`src/rtl/opb_register_ppc2simulink.sv`:
```
// ---------------------------------------------------------------------------
// opb_register_ppc2simulink
//
// OPB slave exposing one 32-bit read/write data register to fabric logic,
// plus a read-only 16-bit counter of data-register writes.
//
//   offset 0 : data register (R/W, byte-lane write enables)
//   offset 1 : write counter (RO, {16'h0000, count})
//   others   : reserved (reads return 0, writes acked and discarded)
//
// Ports:
//   OPB_Clk        sole clock, rising edge
//   OPB_Rst        synchronous reset, active low
//   OPB_ABus       byte address (bit 0 = MSB)
//   OPB_BE         byte enables, BE[0] covers DBus[0:7]
//   OPB_DBus       write data (DBus[i] <-> user bit 31-i)
//   OPB_RNW        1 = read, 0 = write
//   OPB_select     transfer request
//   OPB_seqAddr    sequential hint, ignored
//   Sl_DBus        read data, zero outside a read ack
//   Sl_xferAck     one-cycle transfer acknowledge
//   Sl_errAck, Sl_retry, Sl_toutSup   tied low
//   user_data_out  data register to fabric
//   user_update    one-cycle pulse when the data register is written
//
// Handshake: a transfer is requested by OPB_select with an in-range address
// while the slave is IDLE; it is acknowledged by Sl_xferAck high for exactly
// the following cycle (ACK), after which one GAP cycle follows before a new
// request is accepted. Requests seen in ACK or GAP are ignored.
// ---------------------------------------------------------------------------
module opb_register_ppc2simulink #(
    parameter logic [31:0] C_BASEADDR    = 32'h01002400,
    parameter logic [31:0] C_HIGHADDR    = 32'h010024FF,
    parameter int          C_OPB_AWIDTH  = 32,
    parameter int          C_OPB_DWIDTH  = 32,
    parameter              C_FAMILY      = "virtex6",
    parameter logic [31:0] C_RESET_VALUE = 32'h00000000
) (
    input  logic                        OPB_Clk,
    input  logic                        OPB_Rst,
    input  logic [0:C_OPB_AWIDTH-1]     OPB_ABus,
    input  logic [0:C_OPB_DWIDTH/8-1]   OPB_BE,
    input  logic [0:C_OPB_DWIDTH-1]     OPB_DBus,
    input  logic                        OPB_RNW,
    input  logic                        OPB_select,
    input  logic                        OPB_seqAddr,
    output logic [0:C_OPB_DWIDTH-1]     Sl_DBus,
    output logic                        Sl_xferAck,
    output logic                        Sl_errAck,
    output logic                        Sl_retry,
    output logic                        Sl_toutSup,
    output logic [31:0]                 user_data_out,
    output logic                        user_update
);

    typedef enum logic [1:0] {
        IDLE = 2'd0,
        ACK  = 2'd1,
        GAP  = 2'd2
    } state_t;

    state_t state;

    logic [31:0]             data_reg;
    logic [15:0]             count;
    logic [31:0]             wr_data;
    logic [31:0]             wr_merged;
    logic [C_OPB_AWIDTH-1:0] word_off;
    logic                    hit;
    logic                    be_any;

    // Sequential hint and family name carry no function here.
    localparam unused_family = C_FAMILY;
    logic unused_seq_addr;
    assign unused_seq_addr = OPB_seqAddr;

    assign Sl_errAck  = 1'b0;
    assign Sl_retry   = 1'b0;
    assign Sl_toutSup = 1'b0;

    assign user_data_out = data_reg;

    // Bus index 0 is the MSB, so a plain vector copy realises DBus[i] <-> bit 31-i.
    assign wr_data = OPB_DBus;

    assign hit = OPB_select
              && (OPB_ABus >= C_BASEADDR[C_OPB_AWIDTH-1:0])
              && (OPB_ABus <= C_HIGHADDR[C_OPB_AWIDTH-1:0]);

    assign word_off = (OPB_ABus - C_BASEADDR[C_OPB_AWIDTH-1:0]) >> 2;

    assign be_any = |OPB_BE;

    // Byte-lane merge: BE[i] selects user byte (3-i), i.e. bits 31-8i downto 24-8i.
    always_comb begin
        wr_merged = data_reg;
        for (int i = 0; i < C_OPB_DWIDTH/8; i++) begin
            if (OPB_BE[i]) begin
                wr_merged[31-8*i -: 8] = wr_data[31-8*i -: 8];
            end
        end
    end

    always_ff @(posedge OPB_Clk) begin
        if (!OPB_Rst) begin
            state       <= IDLE;
            Sl_xferAck  <= 1'b0;
            Sl_DBus     <= '0;
            user_update <= 1'b0;
            data_reg    <= C_RESET_VALUE;
            count       <= 16'h0000;
        end else begin
            // Pulses and read data default low; only the IDLE->ACK edge raises them.
            Sl_xferAck  <= 1'b0;
            Sl_DBus     <= '0;
            user_update <= 1'b0;
            case (state)
                IDLE: begin
                    if (hit) begin
                        state      <= ACK;
                        Sl_xferAck <= 1'b1;
                        if (OPB_RNW) begin
                            if (word_off == '0) begin
                                Sl_DBus <= data_reg;
                            end else if (word_off == C_OPB_AWIDTH'(1)) begin
                                Sl_DBus <= {16'h0000, count};
                            end
                        end else if (word_off == '0) begin
                            data_reg <= wr_merged;
                            if (be_any) begin
                                user_update <= 1'b1;
                                count       <= count + 16'h0001;
                            end
                        end
                    end
                end
                ACK:     state <= GAP;
                GAP:     state <= IDLE;
                default: state <= IDLE;
            endcase
        end
    end

endmodule

```
`config.mk`:
```
export PLATFORM = sky130hd
export DESIGN_NAME = opb_register_ppc2simulink
export DESIGN_NICKNAME = d
export VERILOG_FILES = /design/src/rtl/opb_register_ppc2simulink.sv
export SDC_FILE = /design/constraint.sdc
export NUM_CORES = 1
export LEC_CHECK = 0
export BUFFER_PORTS_ARGS = -buffer_cell sky130_fd_sc_hd__buf_2
export CORE_MARGIN = 5
export CORE_UTILIZATION = 30
export DETAILED_ROUTE_END_ITERATION = 10
export GPL_TIMING_DRIVEN = 0
export HOLD_SLACK_MARGIN = 0.12
export MAX_ROUTING_LAYER = met4
export PLACE_DENSITY = 0.61
export SYNTH_ARGS = -nofsm -noshare
export SYNTH_HDL_FRONTEND = slang
export SYNTH_SLANG_ARGS = --single-unit
export TNS_END_PERCENT = 5
```
`constraint.sdc`:
```
create_clock -name OPB_Clk -period 3.45 [get_ports OPB_Clk]
set_input_delay 0.69 -clock OPB_Clk [delete_from_list [all_inputs] [get_ports OPB_Clk]]
set_output_delay 0.69 -clock OPB_Clk [all_outputs]
set_load 0.05 [all_outputs]
```
* After elaboration in Yosys (flattened, before gate mapping) *
Cells that the tools add are included.

storage, ports and cells
  bits in registers = 84
  bits of input ports = 73
  output and inout bits = 69
  word-level logic and storage cells = 40

cells by class
  $add $sub $neg = 2
  order comparisons = 2
  equality and inequality tests = 3
  multiplexer cells = 6
  bitwise gates (word level) = 5
  reduce and logical (&&, ||, !) cells = 13

operators by type and width
  cell                                                                  number
  greater-or-equal comparator 32 x 25 -> 1 bit (second input constant)  1
  less-or-equal comparator 32 x 25 -> 1 bit (second input constant)     1
  zero test 32 bit                                                      1
  2-to-1 mux 32 bit                                                     1
  subtractor 32 x 25 -> 32 bit (second input constant)                  1
  == test 30 x 1 -> 1 bit (second input constant)                       1
  AND reduction 5 bit                                                   5
  adder 16 x 1 -> 16 bit (second input constant)                        1
  2-to-1 mux 16 bit                                                     1
  NOT 1 bit                                                             5
  OR reduction 5 bit                                                    1
  one-hot mux 2 bit (2 select lines)                                    1
  AND reduction 4 bit                                                   1
  OR reduction 4 bit                                                    1
  == test 2 x 1 -> 1 bit (second input constant)                        1
  logical AND 1 bit                                                     2
  zero test 2 bit                                                       1
  2-to-1 mux 1 bit                                                      2
  2-to-1 mux 2 bit                                                      1
  inequality test 2 bit (second input constant)                         1
  AND reduction 2 bit                                                   1

* Depth between registers and ports, before layout *
Gate-level depths: netlist (run 1).

  word-level depth = 5
  depth in mapped cells = 7
  mapped depth without buffers = 5

* Worst setup path before layout (run 1) *
Ideal clock, no wire load.

  kind = input port to flip-flop
  from = input OPB_ABus[12] (netlist bit)
  to = register Sl_DBus[21] (netlist bit)
  setup time = 0.059 ns
  arrival time = 2.492 ns
  required time = 3.391 ns
  slack = 0.899 ns
  stages on the path = 6
  buffers on the path = 1
  cells stage by stage = nor3_1 > nand4_1 > or4_4 > nor4_4 > buf_6 > a22o_2

between the ends
  cells in the longest elaborated chain, start to end = 4
  elaborated cells on any way between the ends = 10
  classes of those cells = add/sub: 1; order compare: 2; eq/ne: 1; mux: 2; reduce/logical: 4

RTL lines
  what                                                                                          line     text
  from (decl)                                                                                   41       input logic [0:C_OPB_AWIDTH-1] OPB_ABus,
  subtractor 32 x 25 -> 32 bit or greater-or-equal comparator 32 x 25 -> 1 bit (tied branches)  90, 87
  == test 30 x 1 -> 1 bit or logical AND 1 bit (tied branches)                                  125, 87
  2-to-1 mux 16 bit or logical AND 1 bit (tied branches)                                        125, 88
  2-to-1 mux 32 bit or AND reduction 4 bit (tied branches)                                      n/a
  to (signal assigned)                                                                          124      Sl_DBus <= data_reg;
  to (signal assigned)                                                                          126      Sl_DBus <= {16'h0000, count};
  to (decl)                                                                                     47       output logic [0:C_OPB_DWIDTH-1] Sl_DBus,

Several ways; a longest one is shown, not always the timed one.
A chain may end at the register's enable or synchronous reset.

* Final worst setup path (run 1) *
  from = input OPB_ABus[12] (netlist bit)
  to = register Sl_DBus[30] (netlist bit)

Same word-level chain as after synthesis.

==> impl_metrics.csv, run 1 <==
group,metric,value,unit
die,die_h,119,um
layout,layout-drive-gt1-share,0.347,
setup_path,cp.arrival,2980,ps
outcome,status,"finished clean",
synth,ys_seq_elements,84,
sta,layout_worst_path_cycle_share,0.783,
sta,hold_viol_final,0,
sta,min_period,2700,ps
grt,grt_pass1_wl,16100,um
pwr,vdd_ir_drop_max,0.000213,V
pwr,comb_power_share,0.060,
pwr,p_sw,0.451,mW
pwr,total_power,1.98,mW
setup_path,cp.required,3720,ps
routing,vias,3246,
synth,netlist_top_cells_count,"nand2_1, dfxtp_1, mux2i_1",
place,io_buffers,134,
pwr,leakagePower,2.27,nW
grt,grtUsageTotal,0.144,
synth,netlist_instances,376,
place,pre_cts_slack,390,ps
sta,tightest_slew,906,ps
die,core,11600,um^2
sta,rsz0062_at_grt,"no",
routing,drc,0,
sta,slew-limit-headroom,0.391,
layout,multi_input_area,1720,um^2
synth,yosys_warnings,0,
cts,htree_levels,3,
routing,drt_iter0_drc,204,
synth,ys_seq_area_frac,0.470,
die,die-area,14200,um^2
cts,clock-root-buffer,"clkbuf_16",
sta,slew_violations,0,
setup_path,crit_buf_inv,2,
synth,yosys.area.top_type,"dfxtp_1",
setup_path,cp-start-kind,"input pin",
setup_path,crit_fanout,10,
synth,yosysTopAreaCellShare,0.470,
cts,cts_resized,0,
place,dp_hpwl,8070,um
die,rows,39,
pwr,p_per_area,420,nW/um^2
grt,grt_remaining_overflow,0,
sta,timing.setup.tns,0,ps
pwr,pwr-share-clk,0.450,
layout,fin_area,4710,um^2
cts,clockBufferDepth,2,
sta,timing.final.ws_setup,748,ps
cts,cts_tree,"built",
synth,synth.most_common_cell,"nand2_1",
setup_path,cpLargestDelayFamily,"simple AND/OR/NAND/NOR gates",
grt,grt_pass1_vias,3269,
setup_path,critPathMaxStageDelay,600,ps
place,place_congestion,0.853,
synth,async_reset_ff_frac,0,
cts,hold_buffers,0,
synth,postSynthAreaPerCell,9.51,um^2
sta,finalSetupViolCount,0,
pwr,sequentialPowerShare,0.490,
pwr,switching_share,0.228,
die,die_w,119,um
layout,regArea,1680,um^2
place,placed_cells,655,
setup_path,end_kind,"flop",
cts,clkTransAtPathRegs,60,ps
routing,drt-pass1-iter-count,4,
pwr,p_int,1.53,mW
layout,nets,597,
synth,synth_edf_count,0,
die,initial_core_util,0.309,
sta,worst_hold_slack,408,ps
die,ioPinCount,142,
routing,wire_per_inst,15.3,um
sta,skew,5.94,ps
setup_path,slowest_stage,"or4_4",
cts,cts_buffers,9,
layout,diodes,0,
job,maxCapViolCount,0,
grt,grt_max_degree,15,
synth,synth_cell_types,39,
setup_path,path_cells,"buf_2 > nor3_1 > nand4_1 > or4_4 > nor4_4 > buf_6 > a22o_2",
synth,ys.flop_type,"dfxtp_1",
layout,fillers,1143,
layout,fin_cells,671,
routing,wirelength,10300,um
place,place_area,4430,um^2
cts,cts_setup_buffers,0,
sta,fmax,370,MHz
layout,areaGrowthSynthToFinish,31.8,%
grt,antenna_found_initial,0,
hold_path,hold_path.class,"reg -> reg",
synth,synth_area_leaders,"dfxtp_1, mux2i_1, nand2_1",
cts,clock_sinks,84,
synth,netlist_area,3570,um^2
setup_path,crit_type,"in -> reg",
cts,clock_latency,330,ps
layout,utilization,0.407,
routing,viasPerCell,4.84,
routing,antenna_left,0,
-- routing by layer --
| metal | vias up | track usage | part of all wire |
|---|---|---|---|
| met1 | 1517 | 0.162 | 0.43 |
| met3 | 12 | 0.0379 | 0.060 |
| met5 | - | - | 0 |
| met4 | 0 | 0.0492 | 0.013 |
| met2 | 102 | 0.249 | 0.50 |
| li1 | 1615 | - | - |
-- layout by cell type (no fill, tap or decap), drive strengths merged, types with 2 or more instances in the layout --
master | synthesis | routed
nor2 | 8 | 8
inv | 5 | 6
or3 | 3 | 3
conb | 1 | 3
dfxtp | 84 | 84
o2111ai | 2 | 2
clkbuf | 13 | 24
mux2i | 45 | 45
nand2b | 17 | 17
nand4b | 2 | 2
nand4 | 10 | 10
a21oi | 2 | 2
or4 | 3 | 3
or3b | 4 | 4
o41ai | 3 | 3
nand3 | 2 | 2
nor4b | 5 | 5
nor3 | 6 | 6
nor4 | 16 | 16
o311ai | 3 | 3
and2 | 16 | 16
nor2b | 2 | 2
nand2 | 88 | 88
a22o | 16 | 16
clkinvlp | 0 | 3
buf | 13 | 147
-- cell type report --
class                      count  area share
multi-input combinational    263       0.365
sequential                    84       0.357
timing repair buffer         134       0.142
clock buffer                  11      0.0515
tap                          143      0.0380
buffer                        26      0.0340
clock inverter                 5     0.00770
inverter                       5     0.00398
-- state kept, by name, summed over array words and instances (netlist names) --
name	cells
Sl_xferAck	1
state	2
user_data_out	32
Sl_DBus	32
count	16
user_update	1
-- cells by family after synthesis --
kind of cell | synth area share
other | 0.00105
flip-flops | 0.470
adder cells (fa/ha/maj) | 0.00350
buffers and inverters | 0.0501
multiplexers | 0.126
AND/OR/NAND/NOR | 0.279
AO/OA/AOI/OAI | 0.0697
-- power by group through the flow --
stage	registers, mW	clock network [mW]	logic, mW
floorplan	0.991	0	0.0546
global placement	0.991	0	0.116
detailed placement	0.991	0	0.119
CTS	0.970	0.914	0.120
global route	0.969	0.956	0.131
finish	0.970	0.889	0.119
-- path summary, 6_finish.rpt --
check                                  start     endpoint  slack (ps)  depth (start not counted)
worst max-delay path            OPB_ABus[12]  Sl_DBus[30]         750                          7
worst min-delay path                state[1]     state[1]         410                          1
worst max register to register      state[1]  Sl_DBus[30]        1230                          6
worst min register to register      state[1]     state[1]         410                          1
(Power assumes the default switching activity.)
==> run 2: changes to the inputs <==
--- a/config.mk
+++ b/config.mk
@@ -5,6 +5,7 @@
 export SDC_FILE = /design/constraint.sdc
 export NUM_CORES = 1
 export LEC_CHECK = 0
+export ABC_AREA = 1
 export BUFFER_PORTS_ARGS = -buffer_cell sky130_fd_sc_hd__buf_2
 export CORE_MARGIN = 5
 export CORE_UTILIZATION = 30
==> constraint.sdc (replaced) <==
create_clock -name OPB_Clk -period 2.4 [get_ports OPB_Clk]
set_input_delay 0.48 -clock OPB_Clk [delete_from_list [all_inputs] [get_ports OPB_Clk]]
set_output_delay 0.48 -clock OPB_Clk [all_outputs]
set_load 0.05 [all_outputs]
==> impl_metrics.csv, run 2 <==
group,metric,value,unit
layout,regArea,1680,um^2
die,die-area,17000,um^2
cts,clock_latency,340,ps
layout,final_common_cell,"nand2_1",
routing,dr_wl_met3,632,um
layout,fin_area,5780,um^2
synth,synth_cell_types,36,
grt,antenna_found_initial,0,
cts,cts_tree,"built",
synth,netlist_area,4340,um^2
synth,postSynthAreaPerCell,6.60,um^2
pwr,leakagePower,2.86,nW
place,io_buffers,137,
routing,drt_iter0_drc,261,
sta,tightest_slew,789,ps
setup_path,reg2reg_depth,5,
routing,wl_met1,5970,um
synth,yosysTopAreaCellShare,0.387,
routing,antenna_left,0,
cts,clkTransAtPathRegs,60,ps
routing,wl_met2,6300,um
synth,ys_seq_area_frac,0.387,
setup_path,crit_start,"OPB_ABus[11]",
grt,grt_pass1_vias,4177,
die,ioPinCount,142,
job,maxCapViolCount,0,
sta,fmax,436,MHz
setup_path,crit_type,"in -> reg",
place,place_area,5270,um^2
hold_path,whs_path_depth,3,
layout,layout-drive-gt1-share,0.275,
setup_path,reg2reg_from,"state[1]",
hold_path,min-delay-start,"OPB_DBus[30]",
routing,drc,0,
layout,diodes,0,
synth,synth.most_common_cell,"nand2_1",
synth,ys.flop_type,"dfxtp_1",
synth,async_reset_ff_frac,0,
sta,skew,6.11,ps
grt,grt_remaining_overflow,0,
synth,synth_area_leaders,"dfxtp_1, nand2_1, nor2_1",
layout,areaGrowthSynthToFinish,33.1,%
layout,nets,891,
routing,wirelength,13000,um
cts,htree_levels,3,
outcome,status,"finished clean",
die,die_h,130,um
hold_path,hold_path.class,"in -> reg",
die,core,14400,um^2
cts,hold_buffers,0,
setup_path,r2r_slack,460,ps
routing,drt-pass1-iter-count,5,
cts,clock_sinks,84,
cts,cts_buffers,9,
synth,yosys_warnings,0,
sta,slew_violations,0,
sta,hold_viol_final,0,
setup_path,r2r_end,"Sl_DBus[23]",
die,initial_core_util,0.302,
layout,layout_common_cells,"nand2_1, buf_2, nor2_1",
synth,ys_seq_elements,84,
routing,viasPerCell,4.50,
sta,layout_worst_path_cycle_share,0.955,
synth,netlist_instances,658,
routing,vias,4525,
hold_path,hold-path-endpoint,"user_data_out[1]",
place,pre_cts_slack,-534,ps
place,dp_hpwl,10400,um
synth,synth_edf_count,0,
sta,rsz0062_at_grt,"yes",
sta,slew-limit-headroom,0.469,
pwr,vdd_ir_drop_max,0.000315,V
setup_path,crit_fanout,5,
setup_path,cp.required,2580,ps
die,die_w,130,um
cts,clock-root-buffer,"clkbuf_16",
grt,grtUsageTotal,0.155,
layout,fillers,1522,
sta,finalSetupViolCount,0,
die,rows,44,
grt,grt_max_degree,15,
setup_path,cp.arrival,2470,ps
sta,min_period,2290,ps
grt,grt_pass1_wl,20400,um
place,place_congestion,0.872,
synth,yosys.area.top_type,"dfxtp_1",
routing,wire_per_inst,13.0,um
pwr,p_per_area,527,nW/um^2
setup_path,cp-start-kind,"input pin",
synth,netlist_top_cells_count,"nand2_1, nor2_1, inv_1",
setup_path,end_kind,"flop",
routing,top_layer,"met4",
sta,timing.final.ws_setup,107,ps
layout,multi_input_area,2280,um^2
cts,clockBufferDepth,2,
[run 2: repair_timing]
| action | 4_1_cts | 5_1_grt |
|---|---|---|
| buffers inserted | 1 | 7 |
| resized for setup | 4 | 33 |
| gates cloned | 0 | 1 |
| endpoints found under the hold margin | 0 | 0 |
| endpoints found under the setup margin | 25 | 76 |
| pin swaps | 1 | 6 |
[run 2: cell type report]
class                      count  area share
multi-input combinational    460       0.394
clock buffer                  11      0.0437
buffer                        21      0.0290
inverter                      96      0.0624
sequential                    84       0.291
timing repair buffer         145       0.130
clock inverter                 5     0.00996
tap                          184      0.0398
[run 2: kinds of logic (layout without fill, tap and decap cells)]
group	after synthesis	after routing	synth area share
AND/OR/NAND/NOR	402	403	0.416
buffers and inverters	117	278	0.116
flip-flops	84	84	0.387
AO/OA/AOI/OAI	41	41	0.0519
XOR/XNOR	12	12	0.0242
adder cells (fa/ha/maj)	1	1	0.00288
other	1	3	0.000864
[run 2: power breakdown]
part           switching [mW]  internal [mW]  leakage [nW]
Clock                   0.556          0.864         0.156
Combinational           0.147         0.0848          2.02
Sequential     0.000000000634           1.39         0.676
[run 2: layer usage]
| layer | up-vias | GRT usage |
|---|---|---|
| li1 | 2380 | - |
| met1 | 1998 | 0.205 |
| met2 | 129 | 0.246 |
| met3 | 18 | 0.0282 |
| met4 | 0 | 0.0385 |
| met5 | - | - |
[run 2: worst max-delay path by stage]
| stage | end | slack [ps] | depth (start not counted) |
|---|---|---|---|
| after floorplan | user_data_out[0] | 230 | 15 |
| after global placement | Sl_DBus[21] | -530 | 11 |
| after detailed placement | Sl_DBus[21] | -530 | 11 |
| after CTS | user_data_out[23] | 10 | 14 |
| after global routing | Sl_DBus[26] | -20 | 17 |
| final | Sl_DBus[23] | 110 | 11 |
[run 2: stage by stage]
stage	hold slack [ps]	total power, mW	cells	setup TNS [ps]	utilization
4_1_cts	358	3.07	998	0	0.390
3_3_place_gp	399	1.64	981	-23660	0.366
2_1_floorplan	390	1.54	660	0	-
5_1_grt	368	3.16	1006	-34.2	0.402
3_5_place_dp	403	1.64	981	-24070	0.366
6_report	364	3.05	1006	0	0.402
[run 2: worst max-delay path, cell delays in order]
cell,delay [ps]
buf_2,120
nor2_1,120
nand2_2,110
nor2_4,140
buf_4,130
inv_2,50
nor4_4,370
nand3_2,210
nor2_4,200
nand2_1,100
o21ai_0,430
